===== src/rtl/rom_arb_pkg.sv =====
// Shared encodings and the address legality check for the ROM port arbiter.
// Latency: n/a (types, constants and a pure function only).
// Backpressure: n/a.
package rom_arb_pkg;

   // Load size encodings as they appear on d_size; 3 is reserved and always illegal.
   localparam logic [1:0] SZ_BYTE = 2'd0;
   localparam logic [1:0] SZ_HALF = 2'd1;
   localparam logic [1:0] SZ_WORD = 2'd2;

   // Who the ROM word arriving next cycle belongs to.
   typedef enum logic [1:0] {
      OWN_NONE  = 2'd0,
      OWN_FETCH = 2'd1,
      OWN_DATA  = 2'd2
   } owner_e;

   // Everything the response cycle needs to know about the granted request.
   typedef struct packed {
      logic       err;
      logic [1:0] off;
      logic [1:0] size;
      logic       uns;
   } rsp_ctx_t;

   // A request is legal when aligned for its size and its address lies in
   // [rom_start, rom_start+rom_size-4]. The compare is done in 33 bits so an
   // address below rom_start can never wrap around into the window.
   function automatic logic addr_ok(input logic [31:0] addr,
                                    input logic [1:0]  size,
                                    input logic [31:0] rom_start,
                                    input logic [31:0] rom_size);
      logic [32:0] a;
      logic [32:0] lo;
      logic [32:0] hi;
      logic        aligned;
      a  = {1'b0, addr};
      lo = {1'b0, rom_start};
      hi = lo + {1'b0, rom_size} - 33'd4;
      case (size)
         SZ_BYTE: aligned = 1'b1;
         SZ_HALF: aligned = ~addr[0];
         SZ_WORD: aligned = (addr[1:0] == 2'b00);
         default: aligned = 1'b0;
      endcase
      return aligned && (a >= lo) && (a <= hi);
   endfunction

endpackage


===== src/rtl/rom_port_arbiter_if.sv =====
// Fetch and load request/response ports shared between the core and the ROM arbiter.
// Latency: n/a (signal bundle); responses arrive one cycle after gnt.
// Backpressure: a requester whose gnt is low keeps req/addr/size stable.
interface rom_port_arbiter_if;
   logic        i_req;
   logic [31:0] i_addr;
   logic        i_gnt;
   logic        i_rvalid;
   logic [31:0] i_rdata;
   logic        i_err;

   logic        d_req;
   logic [31:0] d_addr;
   logic [1:0]  d_size;
   logic        d_unsigned;
   logic        d_gnt;
   logic        d_rvalid;
   logic [31:0] d_rdata;
   logic        d_err;

   // Core side: issues requests, consumes grants and responses.
   modport master (
      output i_req, i_addr, d_req, d_addr, d_size, d_unsigned,
      input  i_gnt, i_rvalid, i_rdata, i_err,
      input  d_gnt, d_rvalid, d_rdata, d_err
   );

   // Arbiter side: consumes requests, produces grants and responses.
   modport slave (
      input  i_req, i_addr, d_req, d_addr, d_size, d_unsigned,
      output i_gnt, i_rvalid, i_rdata, i_err,
      output d_gnt, d_rvalid, d_rdata, d_err
   );
endinterface


===== src/rtl/rom_load_align.sv =====
// Extracts a byte/half/word from a little-endian ROM word and sign/zero-extends it.
// Latency: purely combinational.
// Backpressure: none.
module rom_load_align
   import rom_arb_pkg::*;
(
   input  logic [31:0] rom_q,
   input  logic [1:0]  offset,
   input  logic [1:0]  size,
   input  logic        is_unsigned,
   output logic [31:0] rdata
);
   logic [15:0] lane;

   // Shift the addressed byte down to bit 0, then extend according to size.
   always_comb begin
      lane  = 16'(rom_q >> {offset, 3'b000});
      rdata = '0;
      case (size)
         SZ_BYTE: rdata = {{24{~is_unsigned & lane[7]}},  lane[7:0]};
         SZ_HALF: rdata = {{16{~is_unsigned & lane[15]}}, lane[15:0]};
         SZ_WORD: rdata = rom_q;
         default: rdata = '0;
      endcase
   end
endmodule


===== src/rtl/rom_port_arbiter.sv =====
// Shares one single-port synchronous ROM between instruction fetch and data load.
// Latency: grant is combinational; response is exactly one cycle after grant.
// Backpressure: losing port sees gnt low and holds its request; one read per cycle.
module rom_port_arbiter
   import rom_arb_pkg::*;
#(
   parameter int          ROM_SIZE     = 20480,
   parameter logic [31:0] ROM_START    = 32'h0,
   parameter int          ROM_AW       = 13,
   parameter int          STARVE_LIMIT = 4
) (
   input  logic              CLK,
   input  logic              RST,
   rom_port_arbiter_if.slave bus,
   output logic              rom_en,
   output logic [ROM_AW-1:0] rom_addr,
   input  logic [31:0]       rom_q
);
   localparam int             SW         = $clog2(STARVE_LIMIT + 1);
   localparam logic [SW-1:0]  STARVE_MAX = SW'(STARVE_LIMIT);
   localparam logic [31:0]    ROM_BYTES  = 32'(ROM_SIZE);

   logic [SW-1:0] starve_cnt;
   logic          i_win;
   logic          d_win;
   logic          i_ok;
   logic          d_ok;
   logic [31:0]   win_addr;
   logic [31:0]   win_off;
   logic [31:0]   load_word;
   owner_e        owner_q;
   owner_e        owner_d;
   rsp_ctx_t      ctx_q;
   rsp_ctx_t      ctx_d;

   assign i_ok = addr_ok(bus.i_addr, SZ_WORD, ROM_START, ROM_BYTES);
   assign d_ok = addr_ok(bus.d_addr, bus.d_size, ROM_START, ROM_BYTES);

   // Data normally wins a collision; fetch wins once it has lost STARVE_LIMIT times running.
   always_comb begin
      i_win = 1'b0;
      d_win = 1'b0;
      if (!RST) begin
         if (bus.i_req && (!bus.d_req || starve_cnt == STARVE_MAX)) begin
            i_win = 1'b1;
         end else if (bus.d_req) begin
            d_win = 1'b1;
         end
      end
   end

   assign bus.i_gnt = i_win;
   assign bus.d_gnt = d_win;

   // Illegal requests are still granted (so they get an error reply) but never read the ROM.
   assign win_addr = d_win ? bus.d_addr : bus.i_addr;
   assign win_off  = win_addr - ROM_START;
   assign rom_addr = ROM_AW'(win_off >> 2);
   assign rom_en   = (i_win & i_ok) | (d_win & d_ok);

   // Count consecutive fetch losses; any cycle fetch is idle or wins restarts the count.
   always_ff @(posedge CLK) begin
      if (RST) begin
         starve_cnt <= '0;
      end else if (!bus.i_req || i_win) begin
         starve_cnt <= '0;
      end else if (starve_cnt != STARVE_MAX) begin
         starve_cnt <= starve_cnt + 1'b1;
      end
   end

   // Owner register: remembers whose ROM word arrives next cycle and how to shape it.
   always_ff @(posedge CLK) begin
      if (RST) begin
         owner_q <= OWN_NONE;
         ctx_q   <= '0;
      end else begin
         owner_q <= owner_d;
         ctx_q   <= ctx_d;
      end
   end

   // Next owner follows this cycle's grant and drops to NONE when nothing was granted.
   always_comb begin
      owner_d = OWN_NONE;
      ctx_d   = '0;
      if (i_win) begin
         owner_d    = OWN_FETCH;
         ctx_d.err  = ~i_ok;
         ctx_d.off  = bus.i_addr[1:0];
         ctx_d.size = SZ_WORD;
         ctx_d.uns  = 1'b1;
      end else if (d_win) begin
         owner_d    = OWN_DATA;
         ctx_d.err  = ~d_ok;
         ctx_d.off  = bus.d_addr[1:0];
         ctx_d.size = bus.d_size;
         ctx_d.uns  = bus.d_unsigned;
      end
   end

   rom_load_align u_align (
      .rom_q       (rom_q),
      .offset      (ctx_q.off),
      .size        (ctx_q.size),
      .is_unsigned (ctx_q.uns),
      .rdata       (load_word)
   );

   // Steer the response to the owner only; errors and reset force zero data.
   always_comb begin
      bus.i_rvalid = 1'b0;
      bus.i_err    = 1'b0;
      bus.i_rdata  = '0;
      bus.d_rvalid = 1'b0;
      bus.d_err    = 1'b0;
      bus.d_rdata  = '0;
      if (!RST) begin
         case (owner_q)
            OWN_FETCH: begin
               bus.i_rvalid = 1'b1;
               bus.i_err    = ctx_q.err;
               if (!ctx_q.err) bus.i_rdata = rom_q;
            end
            OWN_DATA: begin
               bus.d_rvalid = 1'b1;
               bus.d_err    = ctx_q.err;
               if (!ctx_q.err) bus.d_rdata = load_word;
            end
            default: ;
         endcase
      end
   end
endmodule


===== src/flat_wrapper.sv =====
// flat-port wrapper written by rule: the top's interface ports become plain ports
module rom_port_arbiter_flat import rom_arb_pkg::*;
#(
   parameter int          ROM_SIZE     = 20480,
   parameter logic [31:0] ROM_START    = 32'h0,
   parameter int          ROM_AW       = 13,
   parameter int          STARVE_LIMIT = 4
)
  (CLK, RST, rom_en, rom_addr, rom_q, bus_i_req, bus_i_addr, bus_d_req, bus_d_addr, bus_d_size, bus_d_unsigned, bus_i_gnt, bus_i_rvalid, bus_i_rdata, bus_i_err, bus_d_gnt, bus_d_rvalid, bus_d_rdata, bus_d_err);
  rom_port_arbiter_if bus_i ();
  input  logic CLK;
  input  logic RST;
  output logic rom_en;
  output logic [ROM_AW-1:0] rom_addr;
  input  logic [31:0] rom_q;
  input wire logic [$bits(bus_i.i_req)-1:0] bus_i_req;
  input wire logic [$bits(bus_i.i_addr)-1:0] bus_i_addr;
  input wire logic [$bits(bus_i.d_req)-1:0] bus_d_req;
  input wire logic [$bits(bus_i.d_addr)-1:0] bus_d_addr;
  input wire logic [$bits(bus_i.d_size)-1:0] bus_d_size;
  input wire logic [$bits(bus_i.d_unsigned)-1:0] bus_d_unsigned;
  output wire logic [$bits(bus_i.i_gnt)-1:0] bus_i_gnt;
  output wire logic [$bits(bus_i.i_rvalid)-1:0] bus_i_rvalid;
  output wire logic [$bits(bus_i.i_rdata)-1:0] bus_i_rdata;
  output wire logic [$bits(bus_i.i_err)-1:0] bus_i_err;
  output wire logic [$bits(bus_i.d_gnt)-1:0] bus_d_gnt;
  output wire logic [$bits(bus_i.d_rvalid)-1:0] bus_d_rvalid;
  output wire logic [$bits(bus_i.d_rdata)-1:0] bus_d_rdata;
  output wire logic [$bits(bus_i.d_err)-1:0] bus_d_err;
  assign bus_i.i_req = bus_i_req;
  assign bus_i.i_addr = bus_i_addr;
  assign bus_i.d_req = bus_d_req;
  assign bus_i.d_addr = bus_d_addr;
  assign bus_i.d_size = bus_d_size;
  assign bus_i.d_unsigned = bus_d_unsigned;
  assign bus_i_gnt = bus_i.i_gnt;
  assign bus_i_rvalid = bus_i.i_rvalid;
  assign bus_i_rdata = bus_i.i_rdata;
  assign bus_i_err = bus_i.i_err;
  assign bus_d_gnt = bus_i.d_gnt;
  assign bus_d_rvalid = bus_i.d_rvalid;
  assign bus_d_rdata = bus_i.d_rdata;
  assign bus_d_err = bus_i.d_err;
  rom_port_arbiter #(.ROM_SIZE(ROM_SIZE), .ROM_START(ROM_START), .ROM_AW(ROM_AW), .STARVE_LIMIT(STARVE_LIMIT)) u_core (.CLK(CLK), .RST(RST), .bus(bus_i), .rom_en(rom_en), .rom_addr(rom_addr), .rom_q(rom_q));
endmodule

===== config.mk =====
export PLATFORM = sky130hd
export DESIGN_NAME = rom_port_arbiter_flat
export DESIGN_NICKNAME = d
export VERILOG_FILES = /design/src/rtl/rom_arb_pkg.sv /design/src/rtl/rom_port_arbiter_if.sv /design/src/rtl/rom_load_align.sv /design/src/rtl/rom_port_arbiter.sv /design/src/flat_wrapper.sv
export SDC_FILE = /design/constraint.sdc
export NUM_CORES = 1
export LEC_CHECK = 0
export CORE_ASPECT_RATIO = 1.2
export CORE_MARGIN = 2
export CORE_UTILIZATION = 31
export DETAILED_ROUTE_END_ITERATION = 12
export PLACE_DENSITY = 0.95
export SLEW_MARGIN = 20
export SYNTH_ARGS = -nofsm -noshare
export SYNTH_HDL_FRONTEND = slang
export SYNTH_SLANG_ARGS = --single-unit

===== constraint.sdc =====
create_clock -name CLK -period 2.6 [get_ports CLK]
set_input_delay 0.39 -clock CLK [delete_from_list [all_inputs] [get_ports CLK]]
set_output_delay 0.39 -clock CLK [all_outputs]
set_load 0.02 [all_outputs]

==> results.cfg <==
[cells_and_area]
n_antenna_cell = 0
seqCellArea_um2 = 220
multi_input_area_mm2 = 0.00143
drive_gt1_share_pct = 15.8
fin_nets = 588
syn_to_final_growth_pct = 118
design_area_mm2 = 0.00379
finalCoreUtilization_pct = 71.1
num-fill-cells = 453

[clock_network]
h-tree-depth = 1
clock-sinks = 11
clockBufferDepth = 2
clock_latency_ns = 0.24
cts_tree = built
clk_pin_slew_ns = 0.05
cts_root_buffer = clkbuf_8
post-cts-setup-buffers = 0
numCtsBuffers = 3

[critical_path]
r2r_cells = 6
required_ns = 2.21
crit_path_start_kind = input port
startpoint = rom_q[15]
criticalPathCategory = in -> out
arrival_ns = 2.19
timing.rr.start = u_core.starve_cnt[0]
worst-path-buf-inv = 3
cpPeakStageDelay_ns = 0.50
crit_path_max_fanout = 8
rr_endpoint = u_core.ctx_q[5]
cp-endpoint = bus_d_rdata[13]
critPathTopFamily = buffers and inverters
path_depth = 7
cp-end-kind = output pin
cp_slowest_cell = clkdlybuf4s50_1
rrSetupSlack_ns = 1.26
path_cells = clkdlybuf4s50_1 -> mux2i_1 -> mux2_2 -> or4_1 -> buf_6 -> a21oi_1 -> buf_4

[sta]
setup-violations-final = 0
drv_slew = 0
period_share_pct = 99.1
fmax_ghz = 0.388
hold_viol_final = 0
fin_crit_ns = 2.58
worst_pin_slew_ns = 0.402
setup_ws_ns = 0.0231
relSlewSlack_pct = 73.2
clock_skew_ns = 0.00436
rsz0062_at_grt = yes
finalHoldWorstSlack_ns = 0.459

[yosys]
synth_warnings = 0
synthTopCellsByCount = nand2_1, and2_1, a21oi_1
synth.most_common_cell = nand2_1
synth_top_area_share_pct = 14.9
synth-seq-cells = 11
async_flop_share_pct = 0
avgSynthCellArea_um2 = 6.25
syn_area_mm2 = 0.00174
syn-num-nets = 383
synth_cell_types = 38
yosysTopAreaCell = nand2_1
synth_ff_type = dfxtp_1
synth_area_leaders = nand2_1, dfxtp_1, and2_1
synth-edff-count = 0
yosysSeqAreaShare_pct = 12.7
synthCells = 278

[drt]
drtPass1Iterations = 5
ant_nets = 0
wl_um = 9110
vias = 2953
drc_errors = 0
vias_per_cell = 5.43
wl_per_cell_um = 16.7
drt_iter0_drc = 170

[place]
placed_cell_area_mm2 = 0.00389
hpwl_um = 7580
port_buffers = 186
place_ws_ns = -0.413
place_congestion = 0.913

[grt]
grt_start_max_net_pins = 33
grt_pass1_vias = 2987
use_met2_pct = 53.5
use_met1_pct = 29.7
grt_util_met3_pct = 5.99
grt-ovfl-total = 0
top_usage_layer = met2
antenna_found_initial = 0
grt_usage_pct = 28.9
grt_pass1_wl_um = 14000

[die]
core_area_mm2 = 0.00533
rows = 29
io_pins = 187
fp.dieH_um = 86.0
floorplan.initialDensity_pct = 32.6
die_w_um = 72.4
die_area_mm2 = 0.00622

[job]
drv_cap = 0

[worst_hold_path]
hold_class = reg -> reg

[power]
peakVddDrop_v = 0.000194
finalPower_uw = 888
p_leak_uw = 0.00180
p_per_area_mw_per_mm2 = 234

[run_status]
status = completed
[repair_timing]
| action | in CTS | in global routing |
|---|---|---|
| gates cloned | 0 | 0 |
| resized for setup | 102 | 41 |
| endpoints found under the hold margin | 0 | 0 |
| pin swaps | 0 | 0 |
| endpoints found under the setup margin | 75 | 25 |
| hold buffers | 0 | 0 |
[registers in the layout (all words and copies together) (netlist names)]
register,count
u_core.ctx_q,6
u_core.owner_q,2
u_core.starve_cnt,3
[worst reg2reg max path, cell delays in order (launching register included)]
cell,delay (ns)
dfxtp_1,0.35
inv_1,0.06
ha_1,0.22
nand3_1,0.12
nand2_1,0.11
buf_4,0.22
o21ai_0,0.17
[placed cells by master (no fill, tap or decap), types with 3 or more instances in the layout]
master,netlist,final
nand2_1,69,69
nand3_1,3,3
nand4_1,4,4
mux2i_1,11,11
buf_12,0,3
dfxtp_1,11,11
a211oi_1,7,7
dlygate4sd2_1,0,50
o21ai_0,3,3
nand2b_1,3,3
nor2b_1,12,11
nor3b_1,3,3
clkbuf_8,0,3
a22o_1,3,3
a211o_1,7,7
clkbuf_2,0,16
and2_1,34,34
nor4_1,9,8
a21oi_1,33,31
buf_4,1,44
o2bb2ai_1,7,7
a22oi_1,7,7
nor2_1,6,6
inv_1,4,4
a21o_1,3,3
clkdlybuf4s50_1,0,108
[final cells by class]
class,instances,share of cell area [%]
well taps,62,2.04
multi-input cells,239,37.6
repair buffers,223,52.9
clock buffers,4,1.19
flip-flops and latches,11,5.80
inverters,5,0.561
[power breakdown]
part	internal [µW]	total, µW	switching [µW]
Combinational	289	533	244
Clock	107	167	59.7
Sequential	178	188	10.3
Total	574	888	314
[through the flow]
stage               TNS (ns)  cells
floorplan                  0    278
global placement       -7.40    540
detailed placement     -9.92    540
CTS                        0    544
global route          -0.117    544
finish                     0    544
[logic make-up after synthesis]
kind of cell               after synthesis  share of synthesized area (%)
buffers and inverters                   28                           6.62
AOI/OAI and AO/OA                       77                           29.7
muxes                                   12                           6.98
DFF                                     11                           12.7
and+or+nand+nor                        148                           42.5
adders and majority gates                2                           1.44
[how the worst min path moves through the flow]
| stage | start | end | cells after the start |
|---|---|---|---|
| 6_report | u_core.starve_cnt[0] | u_core.starve_cnt[0] | 1 |
| 5_1_grt | u_core.starve_cnt[0] | u_core.starve_cnt[0] | 1 |
| 4_1_cts | u_core.starve_cnt[0] | u_core.starve_cnt[0] | 1 |
| 3_5_place_dp | u_core.starve_cnt[0] | u_core.starve_cnt[0] | 1 |
| 3_3_place_gp | u_core.starve_cnt[0] | u_core.starve_cnt[0] | 1 |
| 2_1_floorplan | u_core.starve_cnt[0] | u_core.starve_cnt[0] | 1 |
[routing by layer]
metal	vias to the layer above	part of all wire, %
met1	1360	35
met3	25	9.0
li1	1394	-
met4	0	3.6
met2	174	52
met5	-	0
No activity file was read; power rests on OpenSTA's default activity.
